**src/rtl/pcm_playback.sv**
```systemverilog
// PCM sample player: fetches one FIFO word per sample period and renders it as
// single-bit PWM, counting periods that end with nothing to play.
module pcm_playback #(
  parameter int dat_width  = 18,
  parameter int pcm_width  = 8,
  parameter int sample_div = 3125
) (
  input  logic                 clk,
  input  logic                 reset,
  input  logic                 en,
  input  logic                 clr_stat,
  input  logic                 fifo_empty,
  input  logic [dat_width-1:0] fifo_data,
  output logic                 fifo_rd,
  output logic                 pwm_out,
  output logic [pcm_width-1:0] sample_out,
  output logic                 sample_strobe,
  output logic                 underrun,
  output logic [7:0]           underrun_cnt,
  output logic                 busy
);

  localparam int cnt_w = $clog2(sample_div);
  localparam logic [cnt_w-1:0]     cnt_reload = cnt_w'(sample_div - 1);
  localparam logic [pcm_width-1:0] midscale   = pcm_width'(1 << (pcm_width - 1));

  typedef enum logic [1:0] {IDLE, PRIME, RUN} state_t;

  state_t               state, state_next;
  logic                 fetch, starve, leaving;
  logic [cnt_w-1:0]     sample_cnt;
  logic [pcm_width-1:0] pwm_cnt;

  if (dat_width > pcm_width) begin : g_unused
    logic unused_hi;
    assign unused_hi = ^fifo_data[dat_width-1:pcm_width];
  end

  always_ff @(posedge clk or posedge reset) begin
    if (reset) state <= IDLE;
    else       state <= state_next;
  end

  // en=0 wins over a coincident fetch or underrun, so those decodes sit below it.
  always_comb begin
    state_next = state;
    fetch      = 1'b0;
    starve     = 1'b0;
    unique case (state)
      IDLE: if (en) state_next = PRIME;
      PRIME: begin
        if (!en) state_next = IDLE;
        else if (!fifo_empty) begin
          fetch      = 1'b1;
          state_next = RUN;
        end
      end
      RUN: begin
        if (!en) state_next = IDLE;
        else if (sample_cnt == '0) begin
          fetch  = !fifo_empty;
          starve = fifo_empty;
        end
      end
      default: state_next = IDLE;
    endcase
  end

  always_comb begin
    busy    = (state != IDLE);
    leaving = (state != IDLE) && (state_next == IDLE);
  end

  always_ff @(posedge clk or posedge reset) begin
    if (reset) begin
      fifo_rd       <= 1'b0;
      sample_strobe <= 1'b0;
      underrun      <= 1'b0;
      pwm_out       <= 1'b0;
      sample_out    <= midscale;
      sample_cnt    <= '0;
      pwm_cnt       <= '0;
      underrun_cnt  <= '0;
    end else begin
      fifo_rd       <= fetch;
      sample_strobe <= fetch;
      underrun      <= starve;
      pwm_out       <= (state == RUN) && en && (pwm_cnt < sample_out);

      if (leaving) begin
        sample_out <= midscale;
        sample_cnt <= '0;
        pwm_cnt    <= '0;
      end else begin
        if (fetch) begin
          sample_out <= fifo_data[pcm_width-1:0];
          sample_cnt <= cnt_reload;
        end else if (starve) begin
          sample_cnt <= cnt_reload;
        end else if (state == RUN) begin
          sample_cnt <= sample_cnt - 1'b1;
        end

        if (state == PRIME)    pwm_cnt <= '0;
        else if (state == RUN) pwm_cnt <= pwm_cnt + 1'b1;
      end

      if (clr_stat)                       underrun_cnt <= '0;
      else if (starve && underrun_cnt != '1) underrun_cnt <= underrun_cnt + 1'b1;
    end
  end

endmodule

```
**config.mk**
```make
export PLATFORM = sky130hd
export DESIGN_NAME = pcm_playback
export DESIGN_NICKNAME = d
export VERILOG_FILES = /design/src/rtl/pcm_playback.sv
export SDC_FILE = /design/constraint.sdc
export NUM_CORES = 1
export LEC_CHECK = 0
export ABC_CLOCK_PERIOD_IN_PS = 2600
export CAP_MARGIN = 20
export CELL_PAD_IN_SITES_DETAIL_PLACEMENT = 1
export CELL_PAD_IN_SITES_GLOBAL_PLACEMENT = 2
export CORE_MARGIN = 2
export CORE_UTILIZATION = 32
export DETAILED_ROUTE_END_ITERATION = 10
export PLACE_DENSITY_LB_ADDON = 0.1
export SYNTH_ARGS = -nofsm -noshare
export SYNTH_HDL_FRONTEND = slang
export SYNTH_SLANG_ARGS = --single-unit
```
**constraint.sdc**
```tcl
create_clock -name clk -period 2.6 [get_ports clk]
set_input_delay 0.26 -clock clk [delete_from_list [all_inputs] [get_ports clk]]
set_output_delay 0.26 -clock clk [all_outputs]
set_load 0.01 [all_outputs]
```
; ---- Yosys cells after proc, flatten, opt, wreduce, memory -nomap -nowiden
; Index checks and enable logic that the tools add are counted.
; Widths: inputs -> output; s select.
[classes]
muxes = 24
n_lt_le_gt_ge = 1
addsub = 3
n_reduce_logical = 13
n_eq_ne = 3
[op_table]
columns = cell, count
row1 = $mux 8, 7
row2 = $mux 12, 4
row3 = $add 8x1->8 const B, 2
row4 = $logic_not 12->1, 1
row5 = $sub 12x1->12 const B, 1
row6 = $lt 8x8->1, 1
row7 = $mux 2, 4
row8 = $ne 8x8->1 const B, 1
row9 = $mux 1, 7
row10 = $pmux 2 s3, 1
row11 = $reduce_bool 2->1, 3
row12 = $logic_and 1x1->1, 4
row13 = $logic_not 2->1, 2
row14 = $reduce_bool 4->1, 1
row15 = $reduce_bool 3->1, 1
row16 = $eq 2x1->1 const B, 1
row17 = $eq 2x2->1 const B, 1
row18 = $pmux 1 s2, 1
row19 = $logic_not 1->1, 1
[word_totals]
reg_bits = 41
output_inout_bits = 21
inputBits = 23

; ---- Longest topological paths before layout
; Gate-level depths: netlist (run 1).
[depth]
word_depth = 7
mapped_depth = 8
mapped_depth_nobuf = 6

; ---- Worst setup path after synthesis (run 1)
; No wires, ideal clock.
[synth_path]
path_type = flip-flop to flip-flop
from = register state[0]
to = register pwm_cnt[5]
setup_slack_ps = 518
required_ps = 2521
path_stages_with_launch = 6
arrival_time_ps = 2002
setup_ps = 79
path_buffers = 0
path_cell_list = dfrtp_1 ha_1 nand2b_1 o31ai_2 or4b_2 mux2i_1
[synth_between]
elab_chain_cells = 6
elab_cells_between_ends = 14
cone_classes = 2 x eq/ne / 7 x mux / 5 x reduce/logical
[synth_rtl]
columns = element, line
row1 = start: declaration, 29  ; state_t state, state_next;
row2 = start signal: assignment, 41  ; else state <= state_next;
row3 = $mux 2, 53  ; else if (!fifo_empty) begin
row4 = $mux 2, 52  ; if (!en) state_next = IDLE;
row5 = $pmux 2 s3, 49  ; unique case (state)
row6 = $logic_not 2->1, 71  ; leaving = (state != IDLE) && (state_next == IDLE);
row7 = $logic_and 1x1->1, 71
row8 = $reduce_bool 3->1 (no source line) / $mux 8 (equally long branches), --
row9 = end signal: assignment, 105  ; else if (state == RUN) pwm_cnt <= pwm_cnt + 1'b1;
row10 = end: declaration, 32  ; logic [pcm_width-1:0] pwm_cnt;
; Parallel ways exist; a longest one is shown, timed or not.
; A chain may end at the register's enable or synchronous reset.

; ---- Worst setup path in the final report (run 1)
[layout_path]
from = register sample_cnt[4]
to = register sample_cnt[1]
[layout_between]
elab_chain_cells = 7
elab_cells_between_ends = 11
cone_classes = 9 x mux / 2 x reduce/logical
[layout_rtl]
columns = element, line
row1 = start: declaration, 31  ; logic [cnt_w-1:0] sample_cnt;
row2 = start signal: assignment, 97  ; sample_cnt <= cnt_reload;
row3 = start signal: assignment, 99  ; sample_cnt <= cnt_reload;
row4 = start signal: assignment, 101  ; sample_cnt <= sample_cnt - 1'b1;
row5 = $logic_not 12->1 (*), 60  ; else if (sample_cnt == '0) begin
row6 = $mux 1, 60
row7 = $mux 1, 59  ; if (!en) state_next = IDLE;
row8 = $mux 1, 49
row9 = $mux 12, 98  ; end else if (starve) begin
row10 = $mux 12, 95  ; if (fetch) begin
row11 = $mux 12, 90  ; if (leaving) begin
; Mark *: on every way between the ends. The rest lies on a longest branch, timed or not.

==> results of run 1 <==
-- metrics by stage --
stage | utilization [%] | instance area (sq um) | setup slack, ns
CTS | 39.7 | 3210 | 0.286
finish | 39.7 | 3210 | 0.304
detailed placement | 38.7 | 3130 | 0.287
global placement | 38.7 | 3130 | 0.294
global route | 39.7 | 3210 | 0.166
floorplan | - | 2640 | 0.518
-- flip-flops by register name, summed over array words and instances, names as in the netlist --
| name | flops |
|---|---|
| state | 2 |
| pwm_out | 1 |
| sample_cnt | 12 |
| underrun_cnt | 8 |
| sample_strobe | 1 |
| pwm_cnt | 8 |
| sample_out | 8 |
| underrun | 1 |
-- metal layers --
| layer | routed length (um) | track usage, % | part of all wire (%) |
|---|---|---|---|
| met5 | 0 | 0 | 0 |
| met4 | 155 | 6.76 | 2.0 |
| met3 | 255 | 3.11 | 3.3 |
| met2 | 3460 | 28.8 | 45 |
| met1 | 3840 | 26.4 | 50 |
-- worst min-delay path by stage --
stage / startpoint / cells after the start / to
3_3_place_gp: sample_cnt[10] / 1 / sample_cnt[10]
2_1_floorplan: fifo_data[7] / 1 / sample_out[7]
6_report: reset / 3 / pwm_cnt[2]
3_5_place_dp: sample_cnt[10] / 1 / sample_cnt[10]
4_1_cts: reset / 3 / sample_out[2]
5_1_grt: reset / 3 / sample_cnt[5]
-- kinds of logic after synthesis --
group / Yosys count / synth area share (%)
simple gates: 116 / 23.9
compound gates: 78 / 20.5
flops: 41 / 38.9
buf+inv: 35 / 5.44
fa+ha+maj: 16 / 7.58
mux: 6 / 2.41
xor+xnor: 4 / 1.33
-- area by class of cell --
type                            instances  area (sq um)
Fill cell                             973          4880
Multi-Input combinational cell        220          1470
Sequential cell                        41          1030
Timing Repair Buffer                   46           428
Tap cell                              105           131
Clock buffer                            7          76.3
Inverter                               20          75.1
Clock inverter                          1          5.00
-- worst reg2reg max path, stage by stage, from the launching register on --
cell and delay, ns:
dfrtp_1 0.44, or4_4 0.65, o41a_1 0.61, nor2_1 0.34, a2111oi_0 0.10
-- power by group --
part | internal, mW | switching, mW
clock network | 0.189 | 0.232
registers | 0.795 | 0.185
logic | 0.740 | 1.14
total | 1.72 | 1.55
-- cells in the final DEF, fill, tap and decap left out, types with 3 or more instances in the layout --
| cell | Yosys | final |
|---|---|---|
| nor4_1 | 6 | 6 |
| o22ai_1 | 3 | 3 |
| ha_1 | 16 | 16 |
| nor2b_1 | 4 | 4 |
| a31oi_1 | 3 | 3 |
| nor3_1 | 9 | 9 |
| a211oi_1 | 4 | 4 |
| dfrtp_1 | 40 | 40 |
| o41ai_1 | 4 | 4 |
| clkbuf_8 | 0 | 5 |
| and4_1 | 3 | 3 |
| mux2_2 | 3 | 3 |
| or2_2 | 4 | 4 |
| mux2i_1 | 3 | 3 |
| inv_1 | 19 | 18 |
| nand4_1 | 4 | 4 |
| nor2_1 | 22 | 22 |
| o311ai_0 | 3 | 3 |
| nand2_1 | 18 | 18 |
| clkdlybuf4s50_1 | 0 | 33 |
| nand2b_1 | 6 | 6 |
| a21oi_1 | 18 | 18 |
| nand3_1 | 19 | 19 |
| buf_4 | 1 | 13 |
| o211ai_1 | 4 | 4 |
| o21ai_0 | 20 | 20 |
| or3_1 | 3 | 3 |
==> impl_metrics.json, run 1 <==
{
  "outcome": "completed",
  "cts_tree": "built",
  "cts_buffer_depth": 2,
  "rows": 33,
  "cts-buffers-inserted": 5,
  "drive_gt1_share_pct": 10.1,
  "synth_cells": 296,
  "r2r-start": "sample_cnt[4]",
  "worstSetupStartpoint": "sample_cnt[4]",
  "synth.avg_cell_area_sq_um": 8.93,
  "yosysMostFrequentCell": "dfrtp_1",
  "arrival_ns": 2.44,
  "grt_max_degree": 42,
  "clkLatencyLatePin_ns": 0.30,
  "hold_slack_ns": 0.412,
  "ys.flop_type": "dfrtp_1",
  "drcViolationCount": 0,
  "cp_num_cells": 4,
  "crit_type": "reg -> reg",
  "max_cap_viol_count": 0,
  "drt-vias-per-instance": 5.51,
  "fin_tns_setup_ns": 0,
  "grt_pass1_vias": 2442,
  "yosys_warnings": 0,
  "cts_resized": 0,
  "clk_root_buffer_cell": "clkbuf_8",
  "rrSetupSlack_ns": 0.30,
  "cp.required_ns": 2.74,
  "ys_types": 61,
  "wl_per_cell_um": 17.5,
  "end_kind": "flop",
  "crit_buf_inv": 0,
  "critPathTopFamily": "simple AND/OR/NAND/NOR gates",
  "place_inst": 432,
  "ys_seq_area_share_pct": 38.9,
  "grt_usage_pct": 18.7,
  "max_freq_mhz": 436,
  "slew_viol_final": 0,
  "reg2reg_depth": 4,
  "leakage_nw": 1.31,
  "synth.net_count": 335,
  "fin_crit_sh_pct": 88.3,
  "layout_min_cycle_time_ns": 2.30,
  "hold_class": "in -> async",
  "die_w_um": 94.9,
  "clk_pin_slew_worst_paths_ns": 0.09,
  "critPathSlowestCell": "or4_4",
  "core_area_sq_mm": 0.00809,
  "htree_levels": 2,
  "grt_pass1_wl_mm": 13.0,
  "die_y_um": 94.9,
  "routed-via-count": 2425,
  "crit_chain": "or4_4 -> o41a_1 -> nor2_1 -> a2111oi_0",
  "yosys.area.top_type_share_pct": 37.9,
  "post-cts-setup-buffers": 0,
  "hold_viol": 0,
  "synthTopCellsByCount": "dfrtp_1, nor2_1, o21ai_0",
  "rr_endpoint": "sample_cnt[1]",
  "start_kind": "flop",
  "synth-seq-cells": 41,
  "ant_nets": 0,
  "nets": 373,
  "place_congestion": 0.786,
  "setup_viol": 0,
  "dpl.hpwl_mm": 5.66,
  "cts_hold_buf": 0,
  "slew_headroom_pct": 42.1,
  "routed_wl_mm": 7.70,
  "synth_enable_flop_cells": 0,
  "critPathCapture": "sample_cnt[1]",
  "power_mw": 3.28,
  "synth_area_sq_mm": 0.00264,
  "io_buffers": 33,
  "peakVddDrop_uv": 389,
  "p_per_area_mw_per_mm2": 1020,
  "syn2layout_area_growth_pct": 21.6,
  "grt_setup_unrepaired": "false",
  "finClkSkew_ns": 0.0126,
  "diodes": 0,
  "crit_fanout": 12,
  "tightest_slew_ns": 0.866,
  "max_stage_delay_ns": 0.65,
  "drt_iter0_drc": 110,
  "synth_top_cells_by_area": "dfrtp_1, ha_1, o21ai_0",
  "pin_count": 44,
  "first_pass_iters": 4,
  "grt-ovfl-total": 0,
  "fin_cells": 440,
  "synthArstFlopShare_pct": 100,
  "die-area_sq_mm": 0.00900,
  "yosys.area.top_type": "dfrtp_1",
  "start_util_pct": 32.7,
  "antenna_found_initial": 0,
  "cts_sinks": 41
}
(Power assumes the default switching activity.)
==> run 2: changes to the inputs <==
SKIP_CTS_REPAIR_TIMING = 1   (was default)
==> results of run 2 <==
No change in the layout: final DEF, timing and power equal those of run 1.
